[src/rtl/kick_cmd_decoder.sv]
// Kick-command frame parser and kick sequencer: decodes HDR/T/~T frames from the
// byte receiver and drives kicktime/kickstart through ARM, FIRE and COOL phases.
module kick_cmd_decoder #(
    parameter logic [7:0] HDR          = 8'hA5,
    parameter int          PULSE_LEN    = 16,
    parameter int          COOLDOWN     = 1000,
    parameter int          BYTE_TIMEOUT = 5000,
    parameter int          ARM_TIMEOUT  = 100000
) (
    input  logic       clk,
    input  logic       rst_n,
    input  logic [7:0] rx_data,
    input  logic       rx_valid,
    input  logic       done,
    output logic [7:0] kicktime,
    output logic       kickstart,
    output logic       busy,
    output logic       frame_err,
    output logic       cmd_drop,
    output logic       arm_timeout
);

    localparam int GAP_W   = (BYTE_TIMEOUT > 1) ? $clog2(BYTE_TIMEOUT) : 1;
    localparam int ARM_W   = (ARM_TIMEOUT  > 1) ? $clog2(ARM_TIMEOUT)  : 1;
    localparam int PULSE_W = (PULSE_LEN    > 1) ? $clog2(PULSE_LEN)    : 1;
    localparam int COOL_W  = (COOLDOWN     > 1) ? $clog2(COOLDOWN)     : 1;

    // Counters hold "cycles already spent"; the terminal value is one short of the limit.
    localparam logic [GAP_W-1:0]   GAP_LAST   = GAP_W'(BYTE_TIMEOUT - 1);
    localparam logic [ARM_W-1:0]   ARM_LAST   = ARM_W'(ARM_TIMEOUT - 1);
    localparam logic [PULSE_W-1:0] PULSE_LAST = PULSE_W'(PULSE_LEN - 1);
    localparam logic [COOL_W-1:0]  COOL_LAST  = COOL_W'(COOLDOWN - 1);

    typedef enum logic [1:0] {
        P_HUNT    = 2'd0,
        P_GOT_HDR = 2'd1,
        P_GOT_T   = 2'd2
    } parse_state_t;

    typedef enum logic [1:0] {
        K_IDLE = 2'd0,
        K_ARM  = 2'd1,
        K_FIRE = 2'd2,
        K_COOL = 2'd3
    } kick_state_t;

    parse_state_t       pstate_r;
    kick_state_t        kstate_r;
    logic [7:0]         t_r;
    logic [GAP_W-1:0]   gap_r;
    logic [ARM_W-1:0]   arm_cnt_r;
    logic [PULSE_W-1:0] pulse_cnt_r;
    logic [COOL_W-1:0]  cool_cnt_r;
    logic [7:0]         kicktime_r;
    logic               kickstart_r;
    logic               busy_r;
    logic               frame_err_r;
    logic               cmd_drop_r;
    logic               arm_timeout_r;

    logic               good_frame_s;
    logic               bad_frame_s;
    logic               timeout_s;
    logic               kick_req_s;

    // Frame verdict for the current cycle: checksum outcome or inter-byte timeout.
    always_comb begin
        good_frame_s = 1'b0;
        bad_frame_s  = 1'b0;
        timeout_s    = 1'b0;
        if (rx_valid && (pstate_r == P_GOT_T)) begin
            if ((rx_data ^ t_r) == 8'hFF) begin
                good_frame_s = 1'b1;
            end else begin
                bad_frame_s = 1'b1;
            end
        end else if (!rx_valid && (pstate_r != P_HUNT) && (gap_r == GAP_LAST)) begin
            timeout_s = 1'b1;
        end else begin
            timeout_s = 1'b0;
        end
        kick_req_s = good_frame_s && (t_r != 8'h00);
    end

    // Byte-level parser with idle-gap watchdog; a byte arriving on the timeout cycle wins.
    always_ff @(posedge clk or negedge rst_n) begin
        if (!rst_n) begin
            pstate_r    <= P_HUNT;
            t_r         <= 8'h00;
            gap_r       <= '0;
            frame_err_r <= 1'b0;
        end else begin
            frame_err_r <= bad_frame_s | timeout_s;
            if (rx_valid) begin
                gap_r <= '0;
                case (pstate_r)
                    P_HUNT: begin
                        if (rx_data == HDR) begin
                            pstate_r <= P_GOT_HDR;
                        end
                    end
                    P_GOT_HDR: begin
                        t_r      <= rx_data;
                        pstate_r <= P_GOT_T;
                    end
                    P_GOT_T:  pstate_r <= P_HUNT;
                    default:  pstate_r <= P_HUNT;
                endcase
            end else if (pstate_r == P_HUNT) begin
                gap_r <= '0;
            end else if (timeout_s) begin
                pstate_r <= P_HUNT;
                gap_r    <= '0;
            end else begin
                gap_r <= gap_r + GAP_W'(1'b1);
            end
        end
    end

    // Kick sequencer: all outputs are registered and updated alongside the state.
    always_ff @(posedge clk or negedge rst_n) begin
        if (!rst_n) begin
            kstate_r      <= K_IDLE;
            arm_cnt_r     <= '0;
            pulse_cnt_r   <= '0;
            cool_cnt_r    <= '0;
            kicktime_r    <= 8'h00;
            kickstart_r   <= 1'b0;
            busy_r        <= 1'b0;
            cmd_drop_r    <= 1'b0;
            arm_timeout_r <= 1'b0;
        end else begin
            cmd_drop_r    <= kick_req_s && (kstate_r != K_IDLE);
            arm_timeout_r <= 1'b0;
            case (kstate_r)
                K_IDLE: begin
                    if (kick_req_s) begin
                        kicktime_r <= t_r;
                        kstate_r   <= K_ARM;
                        busy_r     <= 1'b1;
                        arm_cnt_r  <= '0;
                    end
                end
                K_ARM: begin
                    if (done) begin
                        kstate_r    <= K_FIRE;
                        kickstart_r <= 1'b1;
                        pulse_cnt_r <= '0;
                    end else if (arm_cnt_r == ARM_LAST) begin
                        arm_timeout_r <= 1'b1;
                        kicktime_r    <= 8'h00;
                        kstate_r      <= K_IDLE;
                        busy_r        <= 1'b0;
                    end else begin
                        arm_cnt_r <= arm_cnt_r + ARM_W'(1'b1);
                    end
                end
                K_FIRE: begin
                    if (pulse_cnt_r == PULSE_LAST) begin
                        kstate_r    <= K_COOL;
                        kickstart_r <= 1'b0;
                        kicktime_r  <= 8'h00;
                        cool_cnt_r  <= '0;
                    end else begin
                        pulse_cnt_r <= pulse_cnt_r + PULSE_W'(1'b1);
                    end
                end
                K_COOL: begin
                    if (cool_cnt_r == COOL_LAST) begin
                        kstate_r <= K_IDLE;
                        busy_r   <= 1'b0;
                    end else begin
                        cool_cnt_r <= cool_cnt_r + COOL_W'(1'b1);
                    end
                end
                default: begin
                    kstate_r    <= K_IDLE;
                    kickstart_r <= 1'b0;
                    kicktime_r  <= 8'h00;
                    busy_r      <= 1'b0;
                end
            endcase
        end
    end

    assign kicktime    = kicktime_r;
    assign kickstart   = kickstart_r;
    assign busy        = busy_r;
    assign frame_err   = frame_err_r;
    assign cmd_drop    = cmd_drop_r;
    assign arm_timeout = arm_timeout_r;

endmodule

[config.mk]
export PLATFORM = sky130hd
export DESIGN_NAME = kick_cmd_decoder
export DESIGN_NICKNAME = d
export VERILOG_FILES = /design/src/rtl/kick_cmd_decoder.sv
export SDC_FILE = /design/constraint.sdc
export NUM_CORES = 1
export LEC_CHECK = 0
export BUFFER_PORTS_ARGS = -buffer_cell sky130_fd_sc_hd__buf_4
export CAP_MARGIN = 0
export CORE_MARGIN = 3
export CORE_UTILIZATION = 25
export CTS_BUF_LIST = sky130_fd_sc_hd__clkbuf_8
export CTS_CLUSTER_DIAMETER = 40
export CTS_CLUSTER_SIZE = 8
export DETAILED_ROUTE_END_ITERATION = 10
export PLACE_DENSITY = 0.52
export RECOVER_POWER = 50
export SYNTH_ARGS = -nofsm -noshare
export SYNTH_HDL_FRONTEND = slang
export SYNTH_SLANG_ARGS = --single-unit
[constraint.sdc]
create_clock -name clk -period 3.64 [get_ports clk]
set_clock_uncertainty 0.2 [all_clocks]
set_input_delay 0.182 -clock clk [delete_from_list [all_inputs] [get_ports clk]]
set_output_delay 0.182 -clock clk [all_outputs]
set_load 0.01 [all_outputs]
==> flow_results.xml <==
<?xml version="1.0" encoding="UTF-8"?>
<metrics>
  <group name="cts">
    <metric name="cts_inserted_buffers" unit="">9</metric>
    <metric name="cts_tree" unit="">built</metric>
    <metric name="total_clock_sinks" unit="">69</metric>
    <metric name="worst_skew_late_latency" unit="ns">0.35</metric>
    <metric name="clockBufferDepth" unit="">2</metric>
    <metric name="clk_transition_reported_paths" unit="ns">0.08</metric>
    <metric name="cts_max_level" unit="">3</metric>
    <metric name="clock_tree.root_cell" unit="">sky130_fd_sc_hd__clkbuf_8</metric>
  </group>
  <group name="run_status">
    <metric name="failed_checks" unit="">capacitance limit, slew limit</metric>
    <metric name="outcome" unit="">finished with violations</metric>
  </group>
  <group name="global_route">
    <metric name="grt_busiest_layer" unit="">met2</metric>
    <metric name="global_route.usage.met1" unit="">0.141</metric>
    <metric name="grt_usage" unit="">0.109</metric>
    <metric name="grt_pass1_wl" unit="mm">14.6</metric>
    <metric name="met2_usage" unit="">0.175</metric>
    <metric name="antenna_violations_before_repair" unit="">0</metric>
    <metric name="vias_in_the_first_global_route" unit="">3008</metric>
    <metric name="grt_ovf" unit="">0</metric>
    <metric name="met3_usage" unit="">0.0288</metric>
    <metric name="grt_start_max_net_pins" unit="">70</metric>
  </group>
  <group name="run">
    <metric name="timing.max_cap.violations" unit="">1</metric>
  </group>
  <group name="setup_path">
    <metric name="endpoint_class_of_the_critical_path" unit="">register</metric>
    <metric name="crit_path_cell_trace" unit="">dlygate4sd3_1 &gt; buf_4 &gt; xor2_1 &gt; nand4_1 &gt; o31a_1 &gt; buf_4 &gt; or2_1 &gt; a221o_1</metric>
    <metric name="worst_reg2reg_path_endpoint" unit="">arm_cnt_r[12]$_DFFE_PN0P_</metric>
    <metric name="timing.critical_path.fanout_max" unit="">18</metric>
    <metric name="path_class" unit="">in2reg</metric>
    <metric name="cp_max_stage_delay" unit="ns">0.53</metric>
    <metric name="reg2reg_slack" unit="ns">1.03</metric>
    <metric name="worstSetupStartpointType" unit="">input pin</metric>
    <metric name="wp_buf_inv" unit="">3</metric>
    <metric name="crit_family" unit="">buffers and inverters</metric>
    <metric name="crit_required" unit="ns">3.67</metric>
    <metric name="r2r-start" unit="">t_r[5]$_DFFE_PN0P_</metric>
    <metric name="timing.critical_path.arrival" unit="ns">2.71</metric>
    <metric name="worst_path_max_delay_cell" unit="">sky130_fd_sc_hd__dlygate4sd3_1</metric>
    <metric name="cp_common_cell" unit="">sky130_fd_sc_hd__buf_4</metric>
    <metric name="worst_r2r_path_depth" unit="">6</metric>
  </group>
  <group name="timing">
    <metric name="period_share" unit="">0.734</metric>
    <metric name="post-route-min-period" unit="ns">2.67</metric>
    <metric name="worst_slack" unit="ns">0.967</metric>
    <metric name="grt_setup_unrepaired" unit="">no</metric>
    <metric name="final-setup-viol-count" unit="">0</metric>
    <metric name="final_hold_viol_count" unit="">0</metric>
    <metric name="setup_total_negative_slack" unit="ns">0</metric>
    <metric name="report.final.slew_viol_count" unit="">70</metric>
    <metric name="tightest_slew" unit="ns">1.74</metric>
    <metric name="slew-limit-headroom" unit="">-0.158</metric>
    <metric name="maxClockFrequency" unit="MHz">374</metric>
  </group>
  <group name="layout">
    <metric name="layout.cells.most_common_list" unit="">sky130_fd_sc_hd__dfrtp_1 (69), sky130_fd_sc_hd__nand2_1 (43), sky130_fd_sc_hd__nor2_1 (34)</metric>
    <metric name="fin_util" unit="">0.309</metric>
    <metric name="design.final.nets" unit="">440</metric>
    <metric name="most_common_cell_after_layout_fill_and_taps_aside" unit="">sky130_fd_sc_hd__dfrtp_1</metric>
    <metric name="layout-drive-gt1-share" unit="">0.116</metric>
    <metric name="antenna_cells_inserted" unit="">0</metric>
    <metric name="syn2layout_area_growth" unit="%">17.7</metric>
    <metric name="postLayoutCellArea" unit="sq mm">0.00439</metric>
  </group>
  <group name="pwr">
    <metric name="max-vdd-ir-drop" unit="mV">0.228</metric>
    <metric name="power.static_leakage" unit="nW">1.83</metric>
    <metric name="p_per_area" unit="mW/mm^2">544</metric>
    <metric name="design_power_total" unit="mW">2.39</metric>
  </group>
  <group name="routing">
    <metric name="drt.antenna.violating_nets" unit="">0</metric>
    <metric name="post_drt_via_cell_ratio" unit="">4.95</metric>
    <metric name="drcViolationCount" unit="">0</metric>
    <metric name="dr_total_vias" unit="">2987</metric>
    <metric name="routed_wire_length_per_instance" unit="um">14.2</metric>
    <metric name="routed_wirelength" unit="mm">8.56</metric>
    <metric name="dr.first_iter.drc_count" unit="">142</metric>
    <metric name="number_of_iterations_in_the_first_detailed_routing_pass" unit="">4</metric>
  </group>
  <group name="hold_path">
    <metric name="hold_path_end" unit="">gap_r[0]$_DFF_PN0_</metric>
    <metric name="whs_path_depth" unit="">1</metric>
    <metric name="startpoint_of_the_lowest_slack_hold_path" unit="">gap_r[0]$_DFF_PN0_</metric>
    <metric name="min_path_type" unit="">reg2reg</metric>
  </group>
  <group name="logic_synthesis">
    <metric name="synth_largest_area_cell" unit="">sky130_fd_sc_hd__dfrtp_1</metric>
    <metric name="avgSynthCellArea" unit="sq um">9.73</metric>
    <metric name="yosys_warnings" unit="">0</metric>
    <metric name="dominantRegCellSynth" unit="">sky130_fd_sc_hd__dfrtp_1</metric>
    <metric name="post_synth_main_area_contributors" unit="">sky130_fd_sc_hd__dfrtp_1 (46%), sky130_fd_sc_hd__mux2_2 (5.1%), sky130_fd_sc_hd__nand2_1 (4.3%)</metric>
    <metric name="post_syn_area" unit="sq mm">0.00373</metric>
    <metric name="synth_cells" unit="">383</metric>
    <metric name="synth-seq-cells" unit="">69</metric>
    <metric name="synth_cell_types" unit="">51</metric>
    <metric name="async_reset_ff_frac" unit="">1.00</metric>
    <metric name="synth_top_area_frac" unit="">0.463</metric>
    <metric name="seq_area_frac_synth" unit="">0.463</metric>
    <metric name="synth_enable_flop_cells" unit="">0</metric>
    <metric name="synth_nets" unit="">404</metric>
  </group>
  <group name="placed_design">
    <metric name="worst_slack_placed" unit="ns">1.03</metric>
    <metric name="gp_routability_congestion" unit="">0.812</metric>
    <metric name="detailed_place.area" unit="sq mm">0.00410</metric>
    <metric name="io_buffers" unit="">24</metric>
    <metric name="hpwlAfterDp" unit="mm">5.77</metric>
  </group>
  <group name="floorplanning">
    <metric name="full_die_area" unit="sq mm">0.0164</metric>
    <metric name="fp.dieW" unit="um">128</metric>
    <metric name="placementRows" unit="">43</metric>
    <metric name="io_pins" unit="">25</metric>
    <metric name="die-height" unit="um">128</metric>
    <metric name="floorplan.initialDensity" unit="">0.262</metric>
    <metric name="fp.coreArea" unit="sq mm">0.0142</metric>
  </group>
</metrics>
repair_timing:
| action | CTS | global route |
|---|---|---|
| resized for setup | 0 | 0 |
| hold endpoints to repair | 81 | 0 |
| buffers inserted | 0 | 0 |
| hold buffers | 12 | 0 |
state kept, by name, indices dropped and copies added, names as in the netlist, 2 cells and up, named ones only:
name         count
gap_r           13
kicktime         8
cool_cnt_r      10
arm_cnt_r       17
pulse_cnt_r      4
pstate_r         2
t_r              8
report_power, final:
part           internal (mW)  switching (mW)  leakage [nW]  total (mW)
Combinational          0.288           0.462         0.773       0.750
Sequential             0.857          0.0844         0.941       0.941
Clock                  0.383           0.311         0.112       0.694
through the flow:
stage / hold WS (ns) / std cells
2_1_floorplan: -0.314 / 383
3_3_place_gp: 0.170 / 576
3_5_place_dp: 0.173 / 576
4_1_cts: 0.264 / 604
5_1_grt: 0.294 / 604
6_report: 0.262 / 604
cells by family after synthesis:
family,synth area share
fa+ha+maj,0.0302
mux,0.0594
buf+inv,0.0225
flops,0.463
xor+xnor,0.0541
simple gates,0.253
compound gates,0.118
worst reg2reg max path: cells and delay by family (launching register included):
| kind | cells | cell delay (ns) |
|---|---|---|
| AO/OA/AOI/OAI | 2 | 0.85 |
| AND/OR/NAND/NOR | 2 | 0.62 |
| flip-flops | 1 | 0.42 |
| buffers and inverters | 1 | 0.23 |
| XOR/XNOR | 1 | 0.18 |
synthesized netlist by cell type, types with 6 or more instances:
| cell | number |
|---|---|
| sky130_fd_sc_hd__dfrtp_1 | 69 |
| sky130_fd_sc_hd__nand2_1 | 43 |
| sky130_fd_sc_hd__nor2_1 | 34 |
| sky130_fd_sc_hd__o21ai_0 | 20 |
| sky130_fd_sc_hd__mux2_2 | 17 |
| sky130_fd_sc_hd__xor2_1 | 16 |
| sky130_fd_sc_hd__nand3_1 | 14 |
| sky130_fd_sc_hd__nand4_1 | 13 |
| sky130_fd_sc_hd__nor4_1 | 13 |
| sky130_fd_sc_hd__o22a_1 | 13 |
| sky130_fd_sc_hd__nor2b_1 | 12 |
| sky130_fd_sc_hd__nor3_1 | 12 |
| sky130_fd_sc_hd__clkbuf_1 | 10 |
| sky130_fd_sc_hd__ha_1 | 9 |
| sky130_fd_sc_hd__xnor2_1 | 7 |
| sky130_fd_sc_hd__inv_1 | 6 |
per-layer routing:
metal,vias to the layer above,part of all wire
met4,0,0.018
met3,12,0.035
met1,1469,0.47
met2,43,0.47
li1,1463,-
met5,-,0
how the worst max path moves through the flow:
| stage | from | endpoint | slack (ns) | cells past startpoint |
|---|---|---|---|---|
| floorplan | register | arm_cnt_r[12]$_DFFE_PN0P_ | 1.46 | 9 |
| global placement | t_r[7]$_DFFE_PN0P_ | arm_cnt_r[12]$_DFFE_PN0P_ | 1.08 | 6 |
| detailed placement | t_r[5]$_DFFE_PN0P_ | arm_cnt_r[12]$_DFFE_PN0P_ | 1.03 | 6 |
| CTS | rx_data[7] | arm_cnt_r[12]$_DFFE_PN0P_ | 0.96 | 8 |
| global route | rx_data[5] | arm_cnt_r[12]$_DFFE_PN0P_ | 0.79 | 8 |
| finish | rx_data[7] | arm_cnt_r[12]$_DFFE_PN0P_ | 0.97 | 8 |
layout make-up:
type | instances | area, sq um
Clock buffer | 9 | 124
Timing Repair Buffer | 40 | 279
Multi-Input combinational cell | 293 | 1920
Sequential cell | 69 | 1730
Tap cell | 180 | 225
Fill cell | 1525 | 9820
Clock inverter | 7 | 92.6
Inverter | 6 | 22.5
Note: power is estimated with default switching activity, not from simulation.
